<file path="src/rtl/route_pkg.sv">
// Shared types and helpers for the route_select position-check stage:
// port-width sizing, priority find-set and FIFO occupancy states.
package route_pkg;

  // Upper bound on the relative address width the helpers below can scan.
  localparam int MAX_ADDR_W = 64;

  typedef enum logic [1:0] {
    FIFO_EMPTY,
    FIFO_PARTIAL,
    FIFO_FULL
  } fifo_state_e;

  // Width of an index into n items, never narrower than one bit.
  function automatic int port_w(input int n);
    return (n > 1) ? $clog2(n) : 1;
  endfunction

  // Index of the lowest (prio_msb=0) or highest (prio_msb=1) set bit among
  // the low `width` bits of vec; 0 when no bit is set.
  function automatic int find_set(input logic [MAX_ADDR_W-1:0] vec,
                                  input int                    width,
                                  input logic                  prio_msb);
    int   idx;
    logic found;
    idx   = 0;
    found = 1'b0;
    for (int i = 0; i < MAX_ADDR_W; i++) begin
      if (i < width && vec[i] && (prio_msb || !found)) begin
        idx   = i;
        found = 1'b1;
      end
    end
    return idx;
  endfunction

endpackage

</file>
<file path="src/rtl/route_fifo.sv">
// Generic DEPTH-entry synchronous FIFO of element type T with registered
// full/empty flags driven by an occupancy state machine.
module route_fifo
  import route_pkg::*;
#(
  parameter int  DEPTH = 2,
  parameter type T     = logic [7:0]
) (
  input  logic clk,
  input  logic rst_n,
  input  logic push,
  input  T     wdata,
  input  logic pop,
  output T     rdata,
  output logic full,
  output logic empty
);

  localparam int PTR_W = port_w(DEPTH);
  localparam int OCC_W = $clog2(DEPTH + 1);

  T                 mem_q [DEPTH];
  logic [PTR_W-1:0] wr_ptr_q, wr_ptr_d;
  logic [PTR_W-1:0] rd_ptr_q, rd_ptr_d;
  logic [OCC_W-1:0] count_q, count_d;
  fifo_state_e      state_q, state_d;
  logic             push_ok;
  logic             pop_ok;

  // Pointers wrap explicitly so DEPTH need not be a power of two.
  function automatic logic [PTR_W-1:0] next_ptr(input logic [PTR_W-1:0] p);
    return (p == PTR_W'(DEPTH - 1)) ? '0 : p + PTR_W'(1);
  endfunction

  assign full    = (state_q == FIFO_FULL);
  assign empty   = (state_q == FIFO_EMPTY);
  assign push_ok = push && !full;
  assign pop_ok  = pop && !empty;
  assign rdata   = mem_q[rd_ptr_q];

  always_comb begin
    // NOTE: every output of this block gets a default first so no path leaves it unassigned and infers a latch.
    wr_ptr_d = wr_ptr_q;
    rd_ptr_d = rd_ptr_q;
    count_d  = count_q;
    state_d  = state_q;
    if (push_ok) wr_ptr_d = next_ptr(wr_ptr_q);
    if (pop_ok)  rd_ptr_d = next_ptr(rd_ptr_q);
    case ({push_ok, pop_ok})
      2'b10:   count_d = count_q + OCC_W'(1);
      2'b01:   count_d = count_q - OCC_W'(1);
      default: ;
    endcase
    if (count_d == '0)                 state_d = FIFO_EMPTY;
    else if (count_d == OCC_W'(DEPTH)) state_d = FIFO_FULL;
    else                               state_d = FIFO_PARTIAL;
  end

  always_ff @(posedge clk or negedge rst_n) begin
    // NOTE: state registers use non-blocking assignments so every flop samples pre-edge values.
    if (!rst_n) begin
      wr_ptr_q <= '0;
      rd_ptr_q <= '0;
      count_q  <= '0;
      state_q  <= FIFO_EMPTY;
    end else begin
      wr_ptr_q <= wr_ptr_d;
      rd_ptr_q <= rd_ptr_d;
      count_q  <= count_d;
      state_q  <= state_d;
    end
  end

  // NOTE: storage is deliberately not reset; stale entries are never visible because empty gates the outputs upstream.
  always_ff @(posedge clk) begin
    if (push_ok) mem_q[wr_ptr_q] <= wdata;
  end

endmodule

</file>
<file path="src/rtl/route_select.sv">
// Position-check stage: decodes a relative address into core/port delivery,
// buffers decisions in a FIFO and keeps saturating per-destination counters.
module route_select
  import route_pkg::*;
#(
  parameter int ADDR_W   = 4,
  parameter bit PRIO_MSB = 1'b0,
  parameter int DEPTH    = 2,
  parameter int CNT_W    = 16,
  localparam int PORT_W  = port_w(ADDR_W)
) (
  input  logic                    clk,
  input  logic                    rst_n,
  input  logic                    in_valid,
  output logic                    in_ready,
  input  logic [ADDR_W-1:0]       in_addr,
  output logic                    out_valid,
  input  logic                    out_ready,
  output logic                    out_core,
  output logic [PORT_W-1:0]       out_port,
  output logic [ADDR_W-1:0]       out_addr,
  input  logic                    clr_stats,
  output logic [CNT_W-1:0]        core_cnt,
  output logic [ADDR_W*CNT_W-1:0] port_cnt
);

  typedef struct packed {
    logic              core;
    logic [PORT_W-1:0] port;
    logic [ADDR_W-1:0] addr;
  } route_t;

  route_t     dec;
  route_t     head;
  int         sel_idx;
  logic       full;
  logic       empty;
  logic       push;
  logic       pop;

  logic [CNT_W-1:0] core_cnt_q, core_cnt_d;
  logic [CNT_W-1:0] port_cnt_q [ADDR_W];
  logic [CNT_W-1:0] port_cnt_d [ADDR_W];

  always_comb begin
    dec     = '0;
    sel_idx = 0;
    if (in_addr == '0) begin
      dec.core = 1'b1;
    end else begin
      sel_idx  = find_set(MAX_ADDR_W'(in_addr), ADDR_W, PRIO_MSB);
      dec.port = PORT_W'(sel_idx);
      dec.addr = in_addr & ~(ADDR_W'(1) << sel_idx);
    end
  end

  // in_ready comes from the registered full flag, so out_ready never reaches it.
  assign in_ready = !full;
  assign push     = in_valid && in_ready;
  assign pop      = out_valid && out_ready;

  route_fifo #(
    .DEPTH (DEPTH),
    .T     (route_t)
  ) u_fifo (
    .clk   (clk),
    .rst_n (rst_n),
    .push  (push),
    .wdata (dec),
    .pop   (pop),
    .rdata (head),
    .full  (full),
    .empty (empty)
  );

  assign out_valid = !empty;
  assign out_core  = out_valid && head.core;
  assign out_port  = out_valid ? head.port : '0;
  assign out_addr  = out_valid ? head.addr : '0;

  always_comb begin
    core_cnt_d = core_cnt_q;
    for (int i = 0; i < ADDR_W; i++) port_cnt_d[i] = port_cnt_q[i];
    if (clr_stats) begin
      core_cnt_d = '0;
      for (int i = 0; i < ADDR_W; i++) port_cnt_d[i] = '0;
    end else if (pop) begin
      if (head.core) begin
        if (core_cnt_q != '1) core_cnt_d = core_cnt_q + CNT_W'(1);
      end else begin
        for (int i = 0; i < ADDR_W; i++) begin
          if (head.port == PORT_W'(i) && port_cnt_q[i] != '1)
            port_cnt_d[i] = port_cnt_q[i] + CNT_W'(1);
        end
      end
    end
  end

  always_ff @(posedge clk or negedge rst_n) begin
    if (!rst_n) begin
      core_cnt_q <= '0;
      for (int i = 0; i < ADDR_W; i++) port_cnt_q[i] <= '0;
    end else begin
      core_cnt_q <= core_cnt_d;
      for (int i = 0; i < ADDR_W; i++) port_cnt_q[i] <= port_cnt_d[i];
    end
  end

  assign core_cnt = core_cnt_q;
  for (genvar g = 0; g < ADDR_W; g++) begin : g_cnt
    assign port_cnt[g*CNT_W +: CNT_W] = port_cnt_q[g];
  end

endmodule

</file>
<file path="config.mk">
export PLATFORM = sky130hd
export DESIGN_NAME = route_select
export DESIGN_NICKNAME = d
export VERILOG_FILES = /design/src/rtl/route_pkg.sv /design/src/rtl/route_fifo.sv /design/src/rtl/route_select.sv
export SDC_FILE = /design/constraint.sdc
export NUM_CORES = 1
export LEC_CHECK = 0
export ABC_AREA = 1
export CAP_MARGIN = 0
export CORE_MARGIN = 8
export CORE_UTILIZATION = 49
export DETAILED_ROUTE_END_ITERATION = 7
export PLACE_DENSITY = 0.77
export SLEW_MARGIN = 20
export SYNTH_ARGS = -nofsm -noshare
export SYNTH_HDL_FRONTEND = slang
export SYNTH_SLANG_ARGS = --single-unit
</file>
<file path="constraint.sdc">
create_clock -name clk -period 1.74 [get_ports clk]
set_input_delay 0.348 -clock clk [delete_from_list [all_inputs] [get_ports clk]]
set_output_delay 0.348 -clock clk [all_outputs]
set_load 0.005 [all_outputs]
</file>
Word level (Yosys, flattened, before mapping)
Memory sizes are Yosys's and may differ from the RTL's.
Index checks and enable logic that the tools add are counted.

word-level totals
  register bits after elaboration = 86
  bits in writable memories = 14
  memories kept = 1
  bits of input ports = 9
  logic and storage cells = 100
  output and inout bits = 89

operators by class
  reduce and logical (&&, ||, !) cells = 33
  eq/ne operators = 13
  shift-type cells = 1
  bitwise gates (word level) = 2
  muxes and demuxes = 32
  add/sub/neg operators = 9

memories
  name          words  width  rd ports  clocked after Yosys merged registers in  wr ports  RTL line          RTL
  u_fifo.mem_q  2      7      1         0                                        1         route_fifo.sv:22  T mem_q [DEPTH];

operators by type and width
  cell                                                                   number
  64-bit two-way mux                                                     3
  16-bit two-way mux                                                     8
  16-bit by 1-bit adder with 16-bit output, second input constant        5
  16-bit != test, second input constant                                  5
  32-bit two-way mux                                                     1
  1-bit by 32-bit << shifter with 4-bit output, first input constant     1
  3-bit AND reduction                                                    5
  2-bit nonzero test                                                     7
  1-bit logical AND                                                      12
  1-bit two-way mux                                                      12
  2-bit equality test, second input constant                             5
  2-bit two-way mux                                                      5
  2-bit logical NOT                                                      3
  6-bit two-way mux                                                      1
  1-bit logical NOT                                                      5
  4-bit AND                                                              1
  2-bit by 1-bit equality test with 1-bit output, second input constant  2
  4-bit logical NOT                                                      1
  4-bit two-way mux                                                      1
  4-bit inverter                                                         1
  2-bit case mux with 2 select lines                                     1
  1-bit adder, second input constant                                     2
  2-bit by 1-bit adder with 2-bit output, second input constant          1
  2-bit != test, second input constant                                   1
  2-bit by 1-bit subtractor with 2-bit output, second input constant     1

Logic depth before layout (Yosys ltp)
  word-level depth = 18
  gate-level depth with buffers = 12
  mapped depth without buffers = 10

By module
A second synthesis with hierarchy kept.

second synthesis, totals
  cell total of the unflattened synthesis = 837
  area, all modules = 5972.0 um2

by module, submodules not included
  module        seq. area each (um2)  area each (um2)  instances  cells an instance
  route_select  2001.9                5213.8           1          771
  route_fifo    545.5                 758.2            1          66

Worst setup path after synthesis
Ideal clock, no wire load.

  path kind = flip-flop to flip-flop
  start = register u_fifo.state_q[0]
  end = register u_fifo.state_q[1]
  library setup time = 123 ps
  data arrival time = 1568 ps
  data required time = 1617 ps
  cell stages (with the launch flop) = 9
  period minus slack after synthesis = 1690 ps
  slack = 50 ps
  path buffers = 0
  cell sequence = dfrtp_1 > nor2_1 > nor2_1 > ha_1 > a21oi_1 > o21ai_0 > xor2_1 > inv_1 > nor2_1

on the way
  cells in the longest elaborated chain, start to end = 9
  elaborated cells between the ends (all ways) = 15
  classes of those cells = eq/ne (4); mux (3); reduce/logical (8)

ends and longest elaborated chain
  item                                                                                          RTL line                              RTL
  start: declaration                                                                            route_fifo.sv:26                      fifo_state_e state_q, state_d;
  start signal: assignment                                                                      route_fifo.sv:70                      state_q <= state_d;
  2-bit logical NOT *                                                                           route_fifo.sv:36                      assign empty = (state_q == FIFO_EMPTY);
  1-bit logical NOT *                                                                           route_fifo.sv:38, route_select.sv:76
  1-bit logical AND                                                                             route_select.sv:60                    assign pop = out_valid && out_ready;
  1-bit logical AND *                                                                           route_fifo.sv:38                      assign pop_ok = pop && !empty;
  via u_fifo.pop_ok                                                                             route_fifo.sv:28                      logic pop_ok;
  2-bit by 1-bit equality test with 1-bit output / 2-bit equality test (equally long branches)  route_fifo.sv:49                      case ({push_ok, pop_ok})
  2-bit case mux with 2 select lines *                                                          route_fifo.sv:49
  via u_fifo.count_d[1]                                                                         route_fifo.sv:25                      logic [OCC_W-1:0] count_q, count_d;
  2-bit equality test                                                                           route_fifo.sv:55                      else if (count_d == OCC_W'(DEPTH)) state_d = FIFO_FULL;
  2-bit two-way mux                                                                             route_fifo.sv:55
  2-bit two-way mux *                                                                           route_fifo.sv:54                      if (count_d == '0) state_d = FIFO_EMPTY;
  via u_fifo.state_d[1]                                                                         route_fifo.sv:26

Mark *: on every way through the listed nets, which the timed path passes. The rest lies on a longest branch.
A chain may end at the register's enable or synchronous reset.

Worst setup path in the final report
  start = register u_fifo.rd_ptr_q
  end = register port_cnt_q, in the netlist port_cnt[12]

on the way
  cells in the longest elaborated chain, start to end = 5
  elaborated cells between the ends (all ways) = 6
  classes of those cells = eq/ne (1); reduce/logical (4); memory (1)

ends and longest elaborated chain
  item                             RTL line            RTL
  start: declaration               route_fifo.sv:24    logic [PTR_W-1:0] rd_ptr_q, rd_ptr_d;
  start signal: assignment         route_fifo.sv:68    rd_ptr_q <= rd_ptr_d;
  memory read 2 x 7 bit *          --
  2-bit logical NOT                route_select.sv:92  if (head.port == PORT_W'(i) && port_cnt_q[i] != '1)
  1-bit logical AND                route_select.sv:92
  2-bit nonzero test (no line)     --
  3-bit AND reduction (no line) *  --
  end: declaration                 route_select.sv:42  logic [CNT_W-1:0] port_cnt_q [ADDR_W];

Every way passes the cells marked *; elsewhere a longest branch is shown, timed or not.

==> qor.csv <==
metric,value,unit
status,"complete, but fails checks",
failing checks,negative setup slack,
row cnt,41,
footprint of the multi-input gates,3300,um2
yosys warns,0,
Seq. cell area,2580,um2
drt via density,5.12,
Clock Path Buffers,2,
maximum number of pins on one net before global-route repair,46,
GR Util All Layers,19.5,%
Post-Syn Area,6130,um2
number of port buffers,97,
Max-Cap Viols,0,
Slew Limit Fails,0,
DRC errors left,0,
Cells after Synth,848,
Worst setup EP type,flop,
H-tree Lvls,3,
Max VDD drop,703,uV
Synth area leader,dfrtp_1,
fraction of layout cells with a size suffix above 1,17.6,%
routed vias,6053,
initial core utilization,49.4,%
CTS buffer count,9,
drt pass-1 iters,5,
CP Class,flop to flop,
Clock Power Share,27.8,%
PwrDens,857,nW/um2
post-synth cell types,32,
fin cells,1183,
P_leak,3.84,nW
Nets,1022,
first-pass GRT wire length,26.1,mm
layout filler cell count,1063,
Mapped Avg Cell Area,7.23,um2
Antenna diodes,0,
Max Clock Skew,6.03,ps
Required @ worst endpoint,1970,ps
Initial DRC Count,504,
sequential-to-total area share from yosys stat,41.6,%
DIE AREA,16300,um2
Final Hold Viols,0,
CTS sink cnt,99,
Synth area leaders,"dfrtp_1, nand2_1, edfxtp_1",
core area,12400,um2
grt total ovfl,0,
CTS tree,done,
Sw Pwr,2.23,mW
number of global-route vias before repair,5549,
critical path arrival,2050,ps
"Core Util, Final",67.0,%
CTS root buf,clkbuf_16,
"FF+latch count, synth",99,
Int Power,4.90,mW
most frequent cells in the layout,"nand2_1, nor2_1, clkdlybuf4s50_1, inv_1, dfrtp_1",
post-placement cell count,1151,
RSZ-0062 raised after global routing,yes,
Seq pwr share,37.5,%
Tcrit/Tclk final,104,%
drt total wl,16.1,mm
Fmax,0.551,GHz
DP HPWL,11.2,mm
post-layout min period,1810,ps
ANT nets after route,0,
final worst setup slack,-74.1,ps
DIE HEIGHT,128,um
Worst Setup Start Kind,flop,
Sw Ratio,31.3,%
synthesis-to-layout area growth,35.7,%
Fin Setup TNS,-584,ps
Die Wd,128,um
latest clock arrival within the worst-skew pair,350,ps
initial antenna violation count,0,
worst hold path class,input pin to async pin,
GPL Wtd Cong,0.879,
Comb power frac,34.8,%
WL per Instance,13.6,um
"commonest non-fill, non-tap cell in the layout",nand2_1,
largest fanout on the critical path,7,
"Setup violations, final",18,
post-synth top area share,34.7,%
num ports,98,
Worst-path clk slew,60,ps
[metrics by stage]
stage                     setup slack (ps)  total power, mW  hold WS [ps]  instance area (um2)
after detailed placement              -206             4.66           314                 7640
after CTS                            -56.4             6.66           476                 7960
final                                -74.1             7.13           464                 8320
after floorplan                       49.5             3.69          52.4                 6130
after global placement                -167             4.64           304                 7640
after global routing                  -125             7.48           493                 8320
[path summary, 6_finish.rpt]
kind / slack [ps] / start / endpoint / cells past startpoint
min in group clk: 530 / u_fifo.wr_ptr_q / u_fifo.wr_ptr_q / 2
max in group asynchronous: 660 / rst_n / port_cnt[54] / 3
hold reg to reg: 530 / u_fifo.wr_ptr_q / u_fifo.wr_ptr_q / 2
setup / recovery: -70 / u_fifo.rd_ptr_q / port_cnt[12] / 12
setup reg to reg: -70 / u_fifo.rd_ptr_q / port_cnt[12] / 12
hold / removal: 460 / rst_n / u_fifo.wr_ptr_q / 2
[power by group through the flow]
stage	logic (mW)	clock network (mW)	registers, mW
detailed placement	1.96	0	2.70
CTS	1.99	2.01	2.66
finish	2.48	1.98	2.67
global placement	1.94	0	2.70
global route	2.69	2.11	2.69
floorplan	0.997	0	2.69
[registers in the layout, indices dropped and copies added (netlist names)]
| name | flops |
|---|---|
| u_fifo.rd_ptr_q | 1 |
| port_cnt | 64 |
| u_fifo.wr_ptr_q | 1 |
| u_fifo.count_q | 1 |
| u_fifo.mem_q | 14 |
| u_fifo.state_q | 2 |
| core_cnt | 16 |
[what timing repair did]
action / 4_1_cts / 5_1_grt
pin swaps: 2 / 25
hold buffers: 1 / 0
setup endpoints to repair: 11 / 98
resized for setup: 32 / 74
gates cloned: 0 / 2
endpoints found under the hold margin: 27 / 0
setup buffers: 5 / 11
[layer usage]
layer  track usage [%]  share of wire (%)  up-vias
met5                 0                  0        -
met4              6.78                1.7        0
li1                  -                  -     3072
met3              4.12                5.0       22
met1              25.7                 46     2811
met2              31.2                 48      148
[synthesized netlist by cell type]
cell type	n
o21ai_0	21
nand3_2	1
nor3_1	1
nand2_1	303
inv_1	68
buf_1	2
conb_1	1
nor2_1	108
o21bai_1	16
buf_2	5
clkbuf_1	4
a21oi_1	9
nand4_1	60
nor2_2	4
nand3b_1	2
nor2_8	1
ha_1	6
inv_2	3
edfxtp_1	14
or2_2	5
nand2_2	8
xor2_1	25
buf_6	5
inv_6	1
nand2_4	2
o21ai_1	8
nor2_4	13
dfrtp_1	85
o21ai_2	1
buf_4	4
xnor2_1	1
nand3_1	61
[layout make-up]
class | instances | area share [%]
clock buffers | 12 | 2.96
clock inverters | 3 | 0.481
inverters | 72 | 3.31
multi-input cells | 658 | 39.6
flip-flops and latches | 99 | 31.0
well taps | 172 | 2.59
repair buffers | 167 | 20.1
[critical path, stage by stage, from the launching register on]
cell and delay, ps:
dfrtp_2 460, buf_6 140, buf_6 100, nand2_2 50, nand2_2 70, buf_6 140
nor2_4 90, nand2_4 80, nor2_4 220, nor2_4 80, buf_12 150, nand2_1 60
nand2_1 70
[logic make-up after synthesis]
kind of cell    Yosys count  synth area share, %
simple gates            569                 41.6
compound gates           55                 5.20
buf+inv                  92                 6.67
flops                    99                 41.6
xor+xnor                 26                 3.71
other cells               1               0.0612
fa+ha+maj                 6                 1.22
Power figures use the tool's default switching activity.
